## src/rtl/pipe_stage_reg.sv

```systemverilog
// Pipeline stage register with optional two-entry skid buffer, stall-vector control,
// synchronous flush and a saturating bubble counter.
module pipe_stage_reg #(
    parameter int unsigned DATA_W  = 160,
    parameter int unsigned STALL_W = 6,
    parameter int unsigned STAGE   = 2,
    parameter int unsigned SKID    = 1
) (
    input  logic               clk,
    input  logic               rst,
    input  logic [STALL_W-1:0] stall,
    input  logic               flush,
    input  logic               in_valid,
    input  logic [DATA_W-1:0]  in_data,
    output logic               in_ready,
    output logic               out_valid,
    output logic [DATA_W-1:0]  out_data,
    input  logic               out_ready,
    output logic [1:0]         occupancy,
    output logic [15:0]        bubble_cnt
);

    typedef enum logic [1:0] {
        StEmpty = 2'd0,
        StBusy  = 2'd1,
        StFull  = 2'd2
    } state_e;

    state_e            state_q, state_d;
    logic [DATA_W-1:0] main_q, main_d;
    logic [DATA_W-1:0] skid_q, skid_d;
    logic [1:0]        occ_q, occ_d;
    logic [15:0]       bubble_q;
    logic              rdy_en_q;
    logic              stop_here;
    logic              stop_next;
    logic              accept;
    logic              drain;

    assign stop_here = stall[STAGE];
    assign stop_next = stall[STAGE+1];

    assign out_valid  = (state_q != StEmpty);
    // Vacated entries are always zeroed, so main_q already reads as NOP when empty.
    assign out_data   = main_q;
    assign occupancy  = occ_q;
    assign bubble_cnt = bubble_q;

    assign drain  = out_valid & out_ready & ~stop_next;
    assign accept = in_valid & in_ready;

    // rdy_en_q keeps in_ready low until the first edge after reset is released.
    always_comb begin
        in_ready = 1'b0;
        if (SKID != 0) begin
            in_ready = rdy_en_q & ~stop_here & (state_q != StFull);
        end else begin
            in_ready = rdy_en_q & ~stop_here & (~out_valid | drain);
        end
    end

    always_comb begin
        state_d = state_q;
        main_d  = main_q;
        skid_d  = skid_q;
        if (flush) begin
            state_d = StEmpty;
            main_d  = '0;
            skid_d  = '0;
        end else begin
            case (state_q)
                StEmpty: begin
                    if (accept) begin
                        main_d  = in_data;
                        state_d = StBusy;
                    end
                end
                StBusy: begin
                    if (accept && drain) begin
                        main_d = in_data;
                    end else if (accept && (SKID != 0)) begin
                        skid_d  = in_data;
                        state_d = StFull;
                    end else if (drain) begin
                        main_d  = '0;
                        state_d = StEmpty;
                    end
                end
                StFull: begin
                    if (drain) begin
                        main_d  = skid_q;
                        skid_d  = '0;
                        state_d = StBusy;
                    end
                end
                default: begin
                    state_d = StEmpty;
                    main_d  = '0;
                    skid_d  = '0;
                end
            endcase
        end
    end

    always_comb begin
        occ_d = 2'd0;
        case (state_d)
            StBusy:  occ_d = 2'd1;
            StFull:  occ_d = 2'd2;
            default: occ_d = 2'd0;
        endcase
    end

    always_ff @(posedge clk or negedge rst) begin
        if (!rst) begin
            state_q  <= StEmpty;
            main_q   <= '0;
            skid_q   <= '0;
            occ_q    <= 2'd0;
            bubble_q <= 16'd0;
            rdy_en_q <= 1'b0;
        end else begin
            state_q  <= state_d;
            main_q   <= main_d;
            skid_q   <= skid_d;
            occ_q    <= occ_d;
            rdy_en_q <= 1'b1;
            if (!out_valid && (bubble_q != 16'hFFFF)) begin
                bubble_q <= bubble_q + 16'd1;
            end
        end
    end

endmodule

```

## config.mk

```make
export PLATFORM = sky130hd
export DESIGN_NAME = pipe_stage_reg
export DESIGN_NICKNAME = d
export VERILOG_FILES = /design/src/rtl/pipe_stage_reg.sv
export SDC_FILE = /design/constraint.sdc
export NUM_CORES = 1
export LEC_CHECK = 0
export BUFFER_PORTS_ARGS = -buffer_cell sky130_fd_sc_hd__buf_2
export CAP_MARGIN = 5
export CORE_MARGIN = 2
export CORE_UTILIZATION = 45
export DETAILED_ROUTE_END_ITERATION = 10
export PLACE_DENSITY = 0.71
export SYNTH_ARGS = -nofsm -noshare
export SYNTH_HDL_FRONTEND = slang
export SYNTH_SLANG_ARGS = --single-unit
```

## constraint.sdc

```tcl
create_clock -name clk -period 2 [get_ports clk]
set_clock_uncertainty 0.2 [all_clocks]
set_input_delay 0 -clock clk [delete_from_list [all_inputs] [get_ports clk]]
set_output_delay 0 -clock clk [all_outputs]
set_load 0.01 [all_outputs]
```

==> results of run 1 <==
-- kinds of logic (layout without fill, tap and decap cells) --
| logic type | after synthesis | count (layout) | synth area share (%) |
|---|---|---|---|
| buf+inv | 129 | 663 | 3.72 |
| xor+xnor | 12 | 12 | 0.668 |
| fa+ha+maj | 1 | 1 | 0.0795 |
| simple gates | 536 | 536 | 16.1 |
| flops | 341 | 341 | 54.2 |
| other cells | 1 | 4 | 0.0238 |
| mux | 162 | 162 | 10.3 |
| compound gates | 338 | 338 | 14.8 |
-- cell usage in the layout (no fill, tap or decap), types with 3 or more instances in the layout --
cell           count
dfrtp_1          338
o2bb2ai_1        159
nand2_1          325
xnor2_1            4
clkbuf_1           9
clkbuf_8          10
buf_12            34
nor2_1            12
a21oi_1          165
xor2_1             8
clkbuf_16         41
buf_4             40
o21a_1             3
mux2i_1          160
dlygate4sd3_1    167
nor3_1             6
diode_2            3
nand3_1            8
nor2b_1          160
buf_2            346
-- sequential cells by signal (all words and copies together), names as in the netlist --
name / count
state_q: 2
out_data: 160
skid_q: 160
rdy_en_q: 1
occupancy: 2
bubble_cnt: 16
-- routing by layer --
layer / up-vias / track usage (%) / part of all wire, %
li1: 6270 / - / -
met1: 6933 / 33.6 / 41
met2: 622 / 42.4 / 48
met3: 134 / 4.68 / 6.4
met4: 0 / 12.7 / 4.4
met5: - / 0 / 0
-- path summary, 6_finish.rpt --
path,startpoint,end,slack [ns]
min in group asynchronous,rst,out_data[111]$_DFFE_PN0P_,0.54
min,stall[2],in_ready,0.07
max reg2reg,rdy_en_q$_DFF_PN0_,out_data[140]$_DFFE_PN0P_,0.004
max,rdy_en_q$_DFF_PN0_,out_data[140]$_DFFE_PN0P_,0.004
min reg2reg,out_data[36]$_DFFE_PN0P_,out_data[36]$_DFFE_PN0P_,0.28
max in group asynchronous,rst,out_data[28]$_DFFE_PN0P_,0.62
-- cells in the mapped netlist, types with 3 or more instances --
cell / instances / area share [%]
xnor2_1: 4 / 0.22
nand2_1: 325 / 7.8
buf_1: 8 / 0.19
nor3b_1: 3 / 0.14
nor2b_1: 161 / 6.4
nor3_1: 6 / 0.19
nor4_1: 3 / 0.12
a21oi_1: 165 / 5.2
dfrtp_1: 341 / 54
xor2_1: 8 / 0.45
o21a_1: 3 / 0.14
o2bb2ai_1: 160 / 8.9
buf_2: 42 / 1.3
buf_4: 13 / 0.62
clkbuf_1: 63 / 1.5
mux2i_1: 160 / 10
nor2_1: 13 / 0.31
nand3_1: 8 / 0.25
-- through the flow --
step	cell area [um^2]	setup TNS (ns)	power, W
2_1_floorplan	15700	0	0.00824
3_3_place_gp	18500	0	0.00919
3_5_place_dp	18500	0	0.00924
4_1_cts	21500	0	0.0163
5_1_grt	21600	-4.27	0.0169
6_report	21600	0	0.0163
-- report_power, final --
group | internal, W | switching, W
Clock | 0.00405 | 0.00274
Combinational | 0.00104 | 0.00119
Sequential | 0.00710 | 0.000146
Total | 0.0122 | 0.00408
-- cell type report --
type	count	area, um^2	share of cell area [%]
inverters	3	13.8	0.0637
clock inverters	4	48.8	0.226
flip-flops and latches	341	8540	39.5
well taps	455	569	2.63
repair buffers	598	4620	21.4
multi-input cells	1050	6670	30.9
diodes	3	7.51	0.0347
clock buffers	58	1150	5.31
-- critical path: stages, from the launching register on --
cell	delay, ns
dfrtp_1	0.34
nand3b_1	0.25
a211oi_1	0.45
o21ai_4	0.12
buf_12	0.21
o2bb2ai_1	0.25
-- repair_timing --
| item | CTS | global route |
|---|---|---|
| hold buffers | 169 | 0 |
| endpoints found under the setup margin | 1 | 123 |
| setup buffers | 4 | 6 |
| gates resized for setup | 1 | 12 |
| pin swaps | 0 | 1 |
| hold endpoints to repair | 665 | 0 |
| cloned | 2 | 2 |
==> impl_metrics.py, run 1 <==
metrics = {
    "placement": {
        "hpwl_um": 27900,
        "place_ws_ns": 0.0614,
        "dp_cells": 2264,
        "place.gp.congestion": 0.850,
        "portBuffers": 346,
    },
    "synthesis": {
        "ys_ff_latch": 341,
        "syn-cell-area_mm2": 0.0157,
        "synth_edf_count": 0,
        "syn_nets": 1692,
        "synthArstFlopShare_pct": 100,
        "syn_inst": 1520,
        "yosysWarnings": 0,
        "yosysSeqAreaShare_pct": 54.2,
        "synthFlopType": "dfrtp_1",
        "yosysUniqueCellTypes": 47,
        "syn_avg_cell_area_um2": 10.3,
    },
    "setup_path": {
        "end_kind": "register",
        "cp_max_fo": 74,
        "crit_arrival_ns": 2.23,
        "ff2ff_path_depth": 5,
        "critPathKind": "register to register",
        "crit_required_ns": 2.23,
        "critPathLaunchType": "register",
    },
    "run_status": {
        "status": "complete, no violations",
    },
    "routing": {
        "wl_per_cell_um": 19.4,
        "num_vias": 14000,
        "post-route-drc-count": 0,
        "ant_nets": 0,
        "routed_wl_um": 48700,
        "via_per_inst": 5.56,
        "dr.pass1.iters": 5,
        "initialDrtViolationCount": 925,
    },
    "floorplan": {
        "start_util_pct": 45.6,
        "chipHeight_um": 191,
        "io-pin-count": 351,
        "fp-row-count": 68,
        "core_area_mm2": 0.0345,
        "die_area_mm2": 0.0365,
        "die_w_um": 191,
    },
    "clock_network": {
        "clkLatencyLatePin_ns": 0.52,
        "numCtsBuffers": 38,
        "cts.reportedPaths.clkPinSlew_ns": 0.06,
        "htree_levels": 2,
        "clock_sinks": 341,
        "cts_max_path_buffers": 3,
        "cts_tree": "done",
        "clockRootBuffer": "clkbuf_16",
    },
    "sta": {
        "hold_viol_final": 0,
        "whs_ns": 0.0694,
        "fin_crit_sh_pct": 99.8,
        "drv_slew": 0,
        "fmax_ghz": 0.501,
        "setup_viol": 0,
        "period_minus_slack_ns": 2.00,
        "layout_setup_ws_ns": 0.00405,
        "rsz0062_at_grt": "yes",
    },
    "cells_and_area": {
        "fill_cells": 2693,
        "syn2layout_area_growth_pct": 37.4,
        "finalNonFillerCells": 2512,
        "nets": 2204,
        "drive_gt1_share_pct": 24.6,
        "utilization_pct": 62.7,
    },
    "power_and_ir_drop": {
        "p_leak_nw": 9.88,
        "powerDensity_mw_per_mm2": 753,
        "max-vdd-ir-drop_mv": 0.729,
    },
    "global_routing": {
        "grt_pass1_vias": 14600,
        "track_usage_pct": 26.1,
        "globalRoute.totalOverflow": 0,
        "grt_max_degree": 87,
        "antenna_found_initial": 3,
        "grt_pass1_wl_um": 76300,
    },
    "run": {
        "maxCapViolCount": 0,
    },
    "worst_hold_path": {
        "worstHoldPathCells": 3,
        "min_path_type": "input port to output port",
    },
}
Power figures use the tool's default switching activity.
==> run 2, diff against run 1 <==
--- a/config.mk
+++ b/config.mk
@@ -10,6 +10,7 @@
 export CORE_MARGIN = 2
 export CORE_UTILIZATION = 45
 export DETAILED_ROUTE_END_ITERATION = 10
+export HOLD_SLACK_MARGIN = 0.12
 export PLACE_DENSITY = 0.71
 export SYNTH_ARGS = -nofsm -noshare
 export SYNTH_HDL_FRONTEND = slang
==> run 2 against run 1 <==
  * Core utilization up 4.6 points
  * Largest power group unchanged
  * Register-to-register slack better by 0.06 ns
  * Wire length up 9.3%
  * Critical path depth rose by 2
  * Total power is 1.9% higher
  * Global-route usage is 2.5 points higher
  * First-iteration DRC count increased by 6.8%
  * Non-clock buffer count grew 159
  * Flip-flop and latch count did not move
  * Maximum frequency up 3.3%
  * Clock-buffer cell count stayed put
==> impl_metrics.py, run 2 (synthesized netlist as in run 1, its figures left out) <==
metrics = {
    "run_status": {
        "status": "complete, no violations",
    },
    "sta": {
        "fin_tns_setup_ns": 0,
        "whs_ns": 0.131,
        "fmax_ghz": 0.518,
        "fin_crit_sh_pct": 96.6,
        "period_minus_slack_ns": 1.93,
        "setup_viol": 0,
        "rsz0062_at_grt": "no",
        "hold_viol_final": 0,
        "drv_slew": 0,
    },
    "routing": {
        "ant_nets": 0,
        "num_vias": 15000,
        "dr.pass1.iters": 7,
        "highest_layer": "met4",
        "wl_per_cell_um": 19.9,
        "met2WireLength_um": 26200,
        "route.met3.wl_um": 3840,
        "wl_met1_um": 20500,
        "routed_wl_um": 53300,
        "via_per_inst": 5.60,
        "initialDrtViolationCount": 988,
        "post-route-drc-count": 0,
    },
    "clock_network": {
        "cts.reportedPaths.clkPinSlew_ns": 0.06,
        "clkLatencyLatePin_ns": 0.53,
        "cts_max_path_buffers": 3,
        "clock_sinks": 341,
        "cts_tree": "done",
        "htree_levels": 2,
        "clockRootBuffer": "clkbuf_16",
        "numCtsBuffers": 38,
    },
    "setup_path": {
        "worstPathCellList": "buf_12 > nor3b_4 > buf_4 > buf_6 > buf_12 > nand2_1 > mux2i_1",
        "crit_required_ns": 2.24,
        "end_kind": "register",
        "slowest_stage": "dfrtp_4",
        "crit_arrival_ns": 2.17,
        "cp_max_fo": 33,
        "critPathKind": "register to register",
        "crit_top_cell": "buf_12",
        "critPathLaunchType": "register",
        "critPathMaxStageDelay_ns": 0.54,
    },
    "global_routing": {
        "grt_pass1_vias": 15900,
        "globalRoute.totalOverflow": 0,
        "grt_max_degree": 87,
        "track_usage_pct": 28.5,
        "antenna_found_initial": 5,
        "grt_pass1_wl_um": 83100,
    },
    "floorplan": {
        "io-pin-count": 351,
        "chipHeight_um": 191,
        "start_util_pct": 45.6,
        "fp-row-count": 68,
        "core_area_mm2": 0.0345,
        "die_w_um": 191,
        "die_area_mm2": 0.0365,
    },
    "cells_and_area": {
        "mostFrequentLayoutCells": "buf_2 (346), dfrtp_1 (338), dlygate4sd3_1 (326)",
        "nets": 2363,
        "drive_gt1_share_pct": 23.0,
        "fill_cells": 2461,
        "syn2layout_area_growth_pct": 47.5,
        "utilization_pct": 67.4,
        "mostFrequentLayoutCell": "buf_2",
    },
    "power_and_ir_drop": {
        "p_total_w": 0.0166,
        "max-vdd-ir-drop_mv": 0.737,
        "p_leak_nw": 10.5,
        "powerDensity_mw_per_mm2": 715,
    },
    "placement": {
        "place.gp.congestion": 0.850,
        "hpwl_um": 27900,
        "portBuffers": 346,
    },
    "run": {
        "maxCapViolCount": 0,
    },
    "worst_hold_path": {
        "min_path_type": "input port to register",
    },
}
## run 2: timing repair
action | CTS | global route
hold buffers | 327 | 0
resized for setup | 1 | 12
pin swaps | 0 | 2
cloned | 2 | 2
buffers inserted | 4 | 7
setup endpoints to repair | 1 | 132
hold endpoints to repair | 666 | 0
## run 2: stage by stage
step / area, um^2 / std cells / setup slack (ns)
6_report: 23200 / 2673 / 0.0679
5_1_grt: 23200 / 2672 / 0.0104
4_1_cts: 23100 / 2659 / 0.0212
3_5_place_dp: 18500 / 2264 / 0.0614
3_3_place_gp: 18500 / 2264 / 0.0744
2_1_floorplan: 15700 / 1520 / 0.0212
## run 2: area by class of cell
| class | instances | area [um^2] | share of cell area, % |
|---|---|---|---|
| well taps | 455 | 569 | 2.45 |
| clock buffers | 58 | 1150 | 4.94 |
| flip-flops and latches | 341 | 8540 | 36.8 |
| repair buffers | 757 | 6200 | 26.7 |
| clock inverters | 4 | 48.8 | 0.210 |
| diodes | 5 | 12.5 | 0.0539 |
| multi-input cells | 1050 | 6680 | 28.8 |
| inverters | 3 | 13.8 | 0.0593 |
## run 2: critical path: cells and delay by family (launching register included)
family | cells | cell delay [ns]
flip-flops | 1 | 0.54
buffers and inverters | 4 | 0.61
AND/OR/NAND/NOR | 2 | 0.26
multiplexers | 1 | 0.20
## run 2: final timing paths
path / slack (ns) / endpoint / cells past startpoint / startpoint
worst max-delay path: 0.07 / skid_q[60]$_DFFE_PN0P_ / 7 / state_q[1]$_DFF_PN0_
worst min-delay path: 0.13 / skid_q[1]$_DFFE_PN0P_ / 4 / in_data[1]
worst max register to register: 0.07 / skid_q[60]$_DFFE_PN0P_ / 7 / state_q[1]$_DFF_PN0_
worst min register to register: 0.28 / out_data[92]$_DFFE_PN0P_ / 1 / out_data[92]$_DFFE_PN0P_
max in group asynchronous: 0.40 / out_data[19]$_DFFE_PN0P_ / 6 / rst
min in group asynchronous: 0.51 / skid_q[123]$_DFFE_PN0P_ / 4 / rst
## run 2: metal layers
metal  GRT usage (%)  vias up
met5               0        -
met4            14.8        0
met3            5.56      195
met2            48.1      746
met1            34.8     7446
li1                -     6584
## run 2: power breakdown
group | total, W | switching, W | internal [W] | leakage (nW)
combinational | 0.00250 | 0.00126 | 0.00124 | 5.24
clock | 0.00685 | 0.00280 | 0.00405 | 0.590
sequential | 0.00724 | 0.000145 | 0.00710 | 4.71
